<file path="config.mk">
export PLATFORM = sky130hd
export DESIGN_NAME = sha2_msg_sched_seq
export DESIGN_NICKNAME = d
export VERILOG_FILES = /design/src/rtl/sha2_msg_sched_seq.sv
export SDC_FILE = /design/constraint.sdc
export NUM_CORES = 1
export LEC_CHECK = 0
export ABC_CLOCK_PERIOD_IN_PS = 41900
export CORE_UTILIZATION = 23
export DETAILED_ROUTE_END_ITERATION = 12
export GPL_TIMING_DRIVEN = 0
export PLACE_DENSITY = 0.41
export SYNTH_ARGS = -nofsm -noshare
export SYNTH_HDL_FRONTEND = slang
export SYNTH_SLANG_ARGS = --single-unit
</file>
<file path="constraint.sdc">
create_clock -name clk -period 41.9 [get_ports clk]
set_clock_uncertainty 0.1 [all_clocks]
set_input_delay 10.475 -clock clk [delete_from_list [all_inputs] [get_ports clk]]
set_output_delay 10.475 -clock clk [all_outputs]
set_load 0.005 [all_outputs]
</file>
<file path="src/rtl/sha2_msg_sched_seq.sv">
// SHA-2 message scheduler built on a 16-word sliding window.
// It takes one 16-word block and then streams W[0..ROUNDS-1], one word per handshake.
// Handshakes: a transfer happens on a rising edge where valid && ready are both high.
// A producer holds its payload stable while valid is high and ready is low.
module sha2_msg_sched_seq #(
    parameter int WORD_W = 32,
    parameter int ROUNDS = 64,
    parameter int IDX_W  = 7
) (
    input  logic                   clk,
    input  logic                   rst,
    input  logic                   blk_valid_i,
    output logic                   blk_ready_o,
    input  logic [16*WORD_W-1:0]   blk_data_i,
    output logic                   w_valid_o,
    input  logic                   w_ready_i,
    output logic [WORD_W-1:0]      w_data_o,
    output logic [IDX_W-1:0]       w_idx_o,
    output logic                   w_last_o,
    output logic                   dbg_state_o
);

    // Rotation and shift amounts for the sigma functions of each family.
    localparam int S0_A = (WORD_W == 64) ? 1  : 7;
    localparam int S0_B = (WORD_W == 64) ? 8  : 18;
    localparam int S0_C = (WORD_W == 64) ? 7  : 3;
    localparam int S1_A = (WORD_W == 64) ? 19 : 17;
    localparam int S1_B = (WORD_W == 64) ? 61 : 19;
    localparam int S1_C = (WORD_W == 64) ? 6  : 10;
    localparam logic [IDX_W-1:0] LAST_IDX = IDX_W'(ROUNDS - 1);

    // Reject parameter sets that do not describe a real SHA-2 schedule.
    if (!((WORD_W == 32 && ROUNDS == 64) || (WORD_W == 64 && ROUNDS == 80))) begin : g_bad_family
        $error("sha2_msg_sched_seq: WORD_W/ROUNDS must be 32/64 or 64/80");
    end
    if (ROUNDS > (1 << IDX_W)) begin : g_bad_idx
        $error("sha2_msg_sched_seq: IDX_W too narrow for ROUNDS");
    end

    typedef enum logic {
        S_IDLE = 1'b0,
        S_RUN  = 1'b1
    } state_t;

    state_t            state_q, state_d;
    logic [WORD_W-1:0] window_q [16];
    logic [WORD_W-1:0] window_d [16];
    logic [IDX_W-1:0]  t_q, t_d;
    logic [WORD_W-1:0] new_word;
    logic              blk_fire;
    logic              w_fire;

    function automatic logic [WORD_W-1:0] rotr(input logic [WORD_W-1:0] x, input int n);
        return (x >> n) | (x << (WORD_W - n));
    endfunction

    function automatic logic [WORD_W-1:0] sigma0(input logic [WORD_W-1:0] x);
        return rotr(x, S0_A) ^ rotr(x, S0_B) ^ (x >> S0_C);
    endfunction

    function automatic logic [WORD_W-1:0] sigma1(input logic [WORD_W-1:0] x);
        return rotr(x, S1_A) ^ rotr(x, S1_B) ^ (x >> S1_C);
    endfunction

    assign blk_fire = blk_valid_i && blk_ready_o;
    assign w_fire   = w_valid_o && w_ready_i;

    // State register: reset discards any block in flight.
    always_ff @(posedge clk) begin
        if (rst) begin
            state_q <= S_IDLE;
        end else begin
            state_q <= state_d;
        end
    end

    // Next-state logic: IDLE until a block arrives, RUN until the last word is taken.
    always_comb begin
        state_d = state_q;
        case (state_q)
            S_IDLE: if (blk_fire) state_d = S_RUN;
            S_RUN:  if (w_fire && (t_q == LAST_IDX)) state_d = S_IDLE;
            default: state_d = S_IDLE;
        endcase
    end

    // Output logic: everything is registered state or a select of window[0].
    always_comb begin
        blk_ready_o = (state_q == S_IDLE) && !rst;
        w_valid_o   = (state_q == S_RUN);
        w_data_o    = (state_q == S_RUN) ? window_q[0] : '0;
        w_idx_o     = (state_q == S_RUN) ? t_q : '0;
        w_last_o    = (state_q == S_RUN) && (t_q == LAST_IDX);
        dbg_state_o = state_q;
    end

    // Next schedule word from the pre-shift window (this adder is the critical path).
    always_comb begin
        new_word = sigma1(window_q[14]) + window_q[9] + sigma0(window_q[1]) + window_q[0];
    end

    // Window/counter next state: load on block accept, slide on each accepted word.
    always_comb begin
        t_d = t_q;
        for (int k = 0; k < 16; k++) begin
            window_d[k] = window_q[k];
        end
        if (state_q == S_IDLE) begin
            if (blk_fire) begin
                for (int k = 0; k < 16; k++) begin
                    window_d[k] = blk_data_i[(16-k)*WORD_W-1 -: WORD_W];
                end
                t_d = '0;
            end
        end else if (w_fire) begin
            if (t_q != LAST_IDX) begin
                for (int k = 0; k < 15; k++) begin
                    window_d[k] = window_q[k+1];
                end
                window_d[15] = new_word;
                t_d          = t_q + IDX_W'(1);
            end else begin
                t_d = '0;
            end
        end
    end

    // Window and counter registers; the window needs no reset since it is reloaded per block.
    always_ff @(posedge clk) begin
        if (rst) begin
            t_q <= '0;
        end else begin
            t_q <= t_d;
        end
        for (int k = 0; k < 16; k++) begin
            window_q[k] <= window_d[k];
        end
    end

endmodule

</file>
## Word-level counts from Yosys, hierarchy flattened

Memories as Yosys holds them, arrays and structs flattened.
Cells that the tools add are included.

| word-level totals | value |
|---|---|
| register bits | 8 |
| memory bits (writable) | 512 |
| input bits | 516 |
| output and inout port bits | 43 |
| word-level logic and storage cells | 40 |
| memories | 1 |

Memory list:

| name | words | width | rd ports | clocked after Yosys merged registers in | wr ports | line | source |
|---|---|---|---|---|---|---|---|
| window_q | 16 | 32 | 16 | 0 | 16 | 46 | `logic [WORD_W-1:0] window_q [16];` |

| cells by class | value |
|---|---|
| add/sub/neg operators | 4 |
| equal/unequal tests | 3 |
| multiplexer cells | 13 |
| bitwise gates (word level) | 9 |
| reductions and logical operators | 8 |

Operators by type and width:

| operator | number |
|---|---|
| $mux W512 | 4 |
| $add A32 B32 Y32 | 3 |
| $xor A32 B32 Y32 | 2 |
| $mux W7 | 5 |
| $mux W32 | 1 |
| $or A13 B32 Y32 | 1 |
| $or A14 B32 Y32 | 1 |
| $or A15 B32 Y32 | 1 |
| $or A25 B32 Y32 | 1 |
| $xor A32 B22 Y32 | 1 |
| $xor A32 B29 Y32 | 1 |
| $add A7 B1 Y7 const B | 1 |
| $eq A7 B6 Y1 const B | 1 |
| $ne A7 B6 Y1 const B | 1 |
| $logic_and A1 B1 Y1 | 5 |
| $mux W1 | 2 |
| $ne A2 B1 Y1 const B | 1 |
| $pmux W1 S2 | 1 |
| $reduce_and A2 Y1 | 1 |
| $reduce_bool A2 Y1 | 1 |
| $logic_not A1 Y1 | 1 |
| $not A1 Y1 | 1 |

## Logic depth before layout (Yosys ltp)

Gate-level depths: netlist of run 1.

| logic depth | value |
|---|---|
| depth after elaboration | 9 |
| mapped depth | 15 |
| gate-level depth less buffers | 14 |

## Worst setup path before layout of run 1

Ideal clock, no wire load.

| timing | value |
|---|---|
| path type | input to register |
| from | in rst |
| to | mem window_q[0][0], enable pin |
| setup time | 1.402 ns |
| arrival | 32.178 ns |
| required time | 40.398 ns |
| path slack | 8.220 ns |
| stages | 4 |
| path buffers | 1 |
| cells stage by stage | clkbuf_1 nor2_1 a21boi_0 nor2_1 |

RTL lines:

| item | line | source |
|---|---|---|
| start: declaration | 11 | `input logic rst,` |
| end: declaration | 46 |  |

## Final worst setup path of run 1

| timing | value |
|---|---|
| from | in rst |
| to | out blk_ready_o |

| between the ends | value |
|---|---|
| longest elaborated chain between the ends | 2 |

Ends and longest elaborated chain:

| item | line | source |
|---|---|---|
| $logic_not A1 Y1 | 89 | `blk_ready_o = (state_q == S_IDLE) && !rst;` |
| $logic_and A1 B1 Y1 | 89 |  |
| end: declaration | 13 | `output logic blk_ready_o,` |

No other way between the ends.

==> results of run 1 <==
## synthesized netlist by cell type (4+ instances only)
library cell / n / area [sq um]
inv_1: 130 / 488.0
nand3_1: 6 / 30.03
buf_2: 12 / 60.06
mux2_2: 503 / 5664
o21ai_0: 24 / 120.1
xnor2_1: 126 / 1104
o311ai_0: 4 / 35.03
a31oi_1: 4 / 25.02
and2_1: 17 / 106.4
and3_1: 6 / 37.54
a21o_1: 5 / 37.54
ha_1: 32 / 400.4
edfxtp_1: 512 / 15370
nand4_1: 14 / 87.58
nor3_1: 7 / 35.03
nor2_1: 56 / 210.2
nand2_1: 34 / 127.6
a21oi_1: 49 / 245.2
fa_1: 62 / 1241
o21bai_1: 4 / 30.03
dfxtp_1: 8 / 160.2
xor2_1: 19 / 166.4
clkbuf_1: 57 / 214.0
## layout make-up
| cell class | count | area [sq um] |
|---|---|---|
| tap | 1500 | 1877 |
| timing repair buffer | 576 | 6001 |
| buffer | 74 | 311.5 |
| clock inverter | 36 | 381.6 |
| multi-input combinational | 1013 | 10090 |
| sequential | 520 | 15530 |
| inverter | 130 | 488.0 |
| fill | 11220 | 76560 |
| antenna | 3 | 7.507 |
| clock buffer | 89 | 1866 |
## power groups by stage
stage / Combinational, mW / Sequential [mW] / Clock [mW]
floorplan: 0.444 / 0.695 / 0
global placement: 0.716 / 0.735 / 0
detailed placement: 0.720 / 0.689 / 0
CTS: 0.727 / 0.679 / 0.621
global route: 0.788 / 0.682 / 0.639
finish: 0.723 / 0.677 / 0.600
## how the worst max path moves through the flow
stage	end	slack [ns]	cells after the start	from
floorplan	window_q[0][0]	8.22	4	rst
global placement	window_q[1][68]	-4.15	4	w_ready_i
detailed placement	blk_ready_o	19.93	3	rst
CTS	blk_ready_o	19.93	3	rst
global route	blk_ready_o	19.88	3	rst
finish	blk_ready_o	19.91	3	rst
## cells by family (layout without fill, tap and decap cells)
| group | Yosys count | in the layout | share of synthesized area (%) |
|---|---|---|---|
| AO/OA/AOI/OAI | 117 | 117 | 2.809 |
| XOR/XNOR | 145 | 145 | 4.808 |
| adder cells (fa/ha/maj) | 94 | 94 | 6.215 |
| buffers and inverters | 204 | 905 | 3.027 |
| flip-flops | 520 | 520 | 58.82 |
| multiplexers | 506 | 506 | 21.58 |
| other | 0 | 3 | 0 |
| AND/OR/NAND/NOR | 151 | 151 | 2.747 |
## routing by layer
metal | global-route usage, % | vias to the layer above | wire (um)
met5 | 0 | - | 293
met4 | 3.840 | 50 | 1700
met3 | 5.598 | 133 | 8126
met2 | 31.28 | 590 | 53710
met1 | 23.09 | 8499 | 45960
li1 | - | 7697 | -
## critical path: stages
cell and delay, ns:
clkbuf_1 0.34, nor2_1 0.12, clkdlybuf4s50_1 0.49
## registers in the layout (all words and copies together) (netlist names)
| name | flops |
|---|---|
| dbg_state_o | 1 |
| t_q | 7 |
| window_q | 512 |
==> impl_metrics.tcl, run 1 <==
set metrics [dict create \
    numClockSinks 520 \
    synth.yosys.warnings 0 \
    synth_nets 2347 \
    period_share_pct 52.49 \
    power_density_mw_per_mm2 54.71 \
    cts_made_buffers 70 \
    io_pins 559 \
    drt-vias-per-instance 4.306 \
    timing.fmax_mhz 45.47 \
    hold_end "t_q[5]" \
    setup_viol 0 \
    synth-seq-cells 520 \
    place_congestion 0.8662 \
    clockBufferDepth 3 \
    cp.arrival_ns 11.42 \
    drc 0 \
    power_frac_clock_pct 30.0 \
    place_hpwl_mm 89.66 \
    reg2reg_depth 11 \
    syn_area_sq_mm 0.02641 \
    antenna_found_initial 34 \
    final_util_pct 32.31 \
    p_switching_uw 697.9 \
    whs_ns 0.4152 \
    tightest_slew_ns 1.185 \
    layout_commonest_cell "clkdlybuf4s50_1" \
    fin_crit_ns 21.99 \
    power.total_mw 2.000 \
    p_leak_nw 12.67 \
    area_growth_pct 38.39 \
    detail_route.first_pass.iterations 6 \
    drive_gt1_share_pct 26.50 \
    async_reset_ff_share_pct 0 \
    dr.first_iter.drc_count 914 \
    grt_pass1_wl_mm 146.5 \
    cts_root_buf "clkbuf_16" \
    avgSynthCellArea_sq_um 15.21 \
    clk_transition_reported_paths_ns 0.05 \
    fin_area_sq_mm 0.03655 \
    maxSlewViolCount 0 \
    r2r-start "window_q[0][42]" \
    fp.coreArea_sq_mm 0.1131 \
    io_buffers 557 \
    switching_share_pct 34.90 \
    p_int_mw 1.302 \
    setup_ws_ns 19.91 \
    nets 2995 \
    wl_mm 109.8 \
    dp_slack_ns 19.93 \
    finalHoldViolations 0 \
    status "finished clean" \
    die_area_sq_mm 0.1162 \
    maxSlewHeadroom_pct 21.02 \
    reg2reg_setup_slack_ns 36.93 \
    ys_types 53 \
    die_w_um 340.9 \
    final_cell_count_no_fill 3941 \
    ys_seq_area_share_pct 58.82 \
    initial_utilization_pct 23.35 \
    ir_drop_mv 0.03077 \
    grt_pass1_vias 18090 \
    holdCritStartpoint "t_q[5]" \
    dp_cells 3813 \
    cts_tree "done" \
    vias 16970 \
    fin_tns_setup_ns 0 \
    required_ns 31.33 \
    seq_power_share_pct 33.9 \
    syn_inst 1737 \
    cts_setup_buffers 0 \
    grt_max_degree 35 \
    post_drt_wl_per_cell_um 27.86 \
    track_usage_pct 18.47 \
    synth_edf_count 512 \
    htreeDepth 3 \
    synth-main-ff-cell "edfxtp_1" \
    maxCapViolCount 0 \
    die_height_um 340.9 \
    start_kind "input port" \
    final_cell_mix "clkdlybuf4s50_1, edfxtp_1, mux2_2" \
    worst_skew_pair.late_latency_ns 0.63 \
    power_frac_comb_pct 36.2 \
    final_antenna_net_count 0 \
    place_area_sq_mm 0.03430 \
    min_delay_path_depth 2 \
    hold_path_class "reg2reg" \
    r2r_end "window_q[1][247]" \
    grt_setup_unrepaired "no" \
    cts-resized-gates 0 \
    rows 123 \
    hold_buffers 0 \
    grt_overflow_total 0 \
    critPathMaxFanout 9 \
    path_class "in2out" \
    critPathCaptureType "output port" \
]
No activity file was read; power rests on OpenSTA's default activity.
==> run 2: changes to the inputs <==
--- a/config.mk
+++ b/config.mk
@@ -5,11 +5,11 @@
 export SDC_FILE = /design/constraint.sdc
 export NUM_CORES = 1
 export LEC_CHECK = 0
-export ABC_CLOCK_PERIOD_IN_PS = 41900
+export ABC_CLOCK_PERIOD_IN_PS = 19250
 export CORE_UTILIZATION = 23
 export DETAILED_ROUTE_END_ITERATION = 12
 export GPL_TIMING_DRIVEN = 0
-export PLACE_DENSITY = 0.41
+export PLACE_DENSITY = 0.43
 export SYNTH_ARGS = -nofsm -noshare
 export SYNTH_HDL_FRONTEND = slang
 export SYNTH_SLANG_ARGS = --single-unit
==> constraint.sdc (replaced) <==
create_clock -name clk -period 19.25 [get_ports clk]
set_clock_uncertainty 0.1 [all_clocks]
set_input_delay 4.8125 -clock clk [delete_from_list [all_inputs] [get_ports clk]]
set_output_delay 4.8125 -clock clk [all_outputs]
set_load 0.005 [all_outputs]
==> impl_metrics.tcl, run 2 (synthesis results as in run 1) <==
set metrics [dict create \
    cts_tree "done" \
    finalHoldViolations 0 \
    status "finished clean" \
    reg2reg_depth 15 \
    drc 0 \
    rows 123 \
    cts-resized-gates 0 \
    required_ns 14.34 \
    timing.fmax_mhz 94.04 \
    maxCapViolCount 0 \
    wl_mm 110.1 \
    htreeDepth 3 \
    grt_overflow_total 0 \
    critPathMaxFanout 9 \
    setup_viol 0 \
    grt_pass1_vias 18160 \
    fp.coreArea_sq_mm 0.1131 \
    final_antenna_net_count 0 \
    grt_pass1_wl_mm 147.4 \
    power_density_mw_per_mm2 120.4 \
    regMostFlops "window_q" \
    p_leak_nw 12.69 \
    final_util_pct 32.36 \
    min_delay_path_depth 1 \
    initial_utilization_pct 23.35 \
    start_kind "input port" \
    drt-vias-per-instance 4.300 \
    detail_route.first_pass.iterations 7 \
    io_pins 559 \
    antenna_found_initial 44 \
    grt_setup_unrepaired "no" \
    ir_drop_mv 0.06164 \
    fill_cells 11260 \
    cts_root_buf "clkbuf_16" \
    die_height_um 340.9 \
    fin_tns_setup_ns 0 \
    hold_buffers 0 \
    track_usage_pct 18.62 \
    hold_path_class "reg2reg" \
    drive_gt1_share_pct 26.46 \
    clk_transition_reported_paths_ns 0.06 \
    worst_skew_pair.late_latency_ns 0.65 \
    io_buffers 557 \
    die_w_um 340.9 \
    die_area_sq_mm 0.1162 \
    layout_commonest_cell "clkdlybuf4s50_1" \
    period_share_pct 55.24 \
    cts_made_buffers 69 \
    fin_crit_ns 10.63 \
    final_cell_mix "clkdlybuf4s50_1, edfxtp_1, mux2_2" \
    vias 16960 \
    path_class "in2out" \
    place_hpwl_mm 89.93 \
    maxSlewViolCount 0 \
    cts_setup_buffers 0 \
    maxSlewHeadroom_pct 26.45 \
    place_congestion 0.8722 \
    area_growth_pct 38.59 \
    nets 2994 \
    critPathCaptureType "output port" \
    cp.arrival_ns 5.72 \
    largest_reg_flops 512 \
    grt_max_degree 35 \
    numClockSinks 520 \
    dr.first_iter.drc_count 1051 \
    tightest_slew_ns 1.103 \
    clockBufferDepth 3 \
    post_drt_wl_per_cell_um 27.93 \
]
-- run 2: cell types whose count changed in the layout (fill, tap and decap cells not counted) --
cell,change
bufinv_16,+3
clkinv_2,-3
diode_2,+3
buf_12,+2
buf_16,-2
clkbuf_1,+2
clkbuf_16,-1
clkinv_1,-1
clkinv_8,+1
inv_6,-1
-- run 2: routing by layer --
| metal | up-vias | GRT usage [%] | wire length [um] |
|---|---|---|---|
| met2 | 634 | 31.07 | 53190 |
| met1 | 8437 | 23.32 | 45960 |
| met5 | - | 0 | 334 |
| met4 | 56 | 4.344 | 2217 |
| met3 | 151 | 5.866 | 8442 |
| li1 | 7683 | - | - |
-- run 2: final timing paths --
kind | endpoint | from | slack, ns
worst max-delay path | blk_ready_o | rst | 8.62
worst min-delay path | t_q[6] | t_q[6] | 0.42
worst max register to register | window_q[1][253] | window_q[1][216] | 14.24
worst min register to register | t_q[6] | t_q[6] | 0.42
-- run 2: final cells by class --
type	instances	area (sq um)	area share, %
antenna	6	15.01	0.04102
tap	1500	1877	5.127
clock buffer	90	1848	5.048
multi-input combinational	1013	10090	27.55
sequential	520	15530	42.44
timing repair buffer	576	5986	16.35
buffer	74	311.5	0.8511
clock inverter	35	460.4	1.258
inverter	130	488.0	1.333
-- run 2: worst max-delay path: stages --
cell and delay (ns):
clkbuf_1 0.31, nor2_1 0.10, clkdlybuf4s50_1 0.49
-- run 2: per-stage QoR --
| step | hold WS (ns) | power [mW] | area (sq um) | instances | setup slack, ns |
|---|---|---|---|---|---|
| floorplan | 0.3622 | 2.436 | 26420 | 1737 | 5.730 |
| global placement | 0.3895 | 3.103 | 33870 | 3794 | 1.170 |
| detailed placement | 0.4062 | 3.079 | 34280 | 3813 | 8.617 |
| CTS | 0.4159 | 4.455 | 36590 | 3938 | 8.615 |
| global route | 0.4390 | 4.635 | 36600 | 3942 | 8.542 |
| finish | 0.4175 | 4.406 | 36610 | 3944 | 8.616 |
-- run 2: power breakdown --
group	internal, mW	leakage, nW	switching, mW	total [mW]
Clock	0.814	1.11	0.523	1.34
Combinational	0.653	6.66	0.942	1.59
Sequential	1.40	4.92	0.0750	1.48
Total	2.87	12.7	1.54	4.41
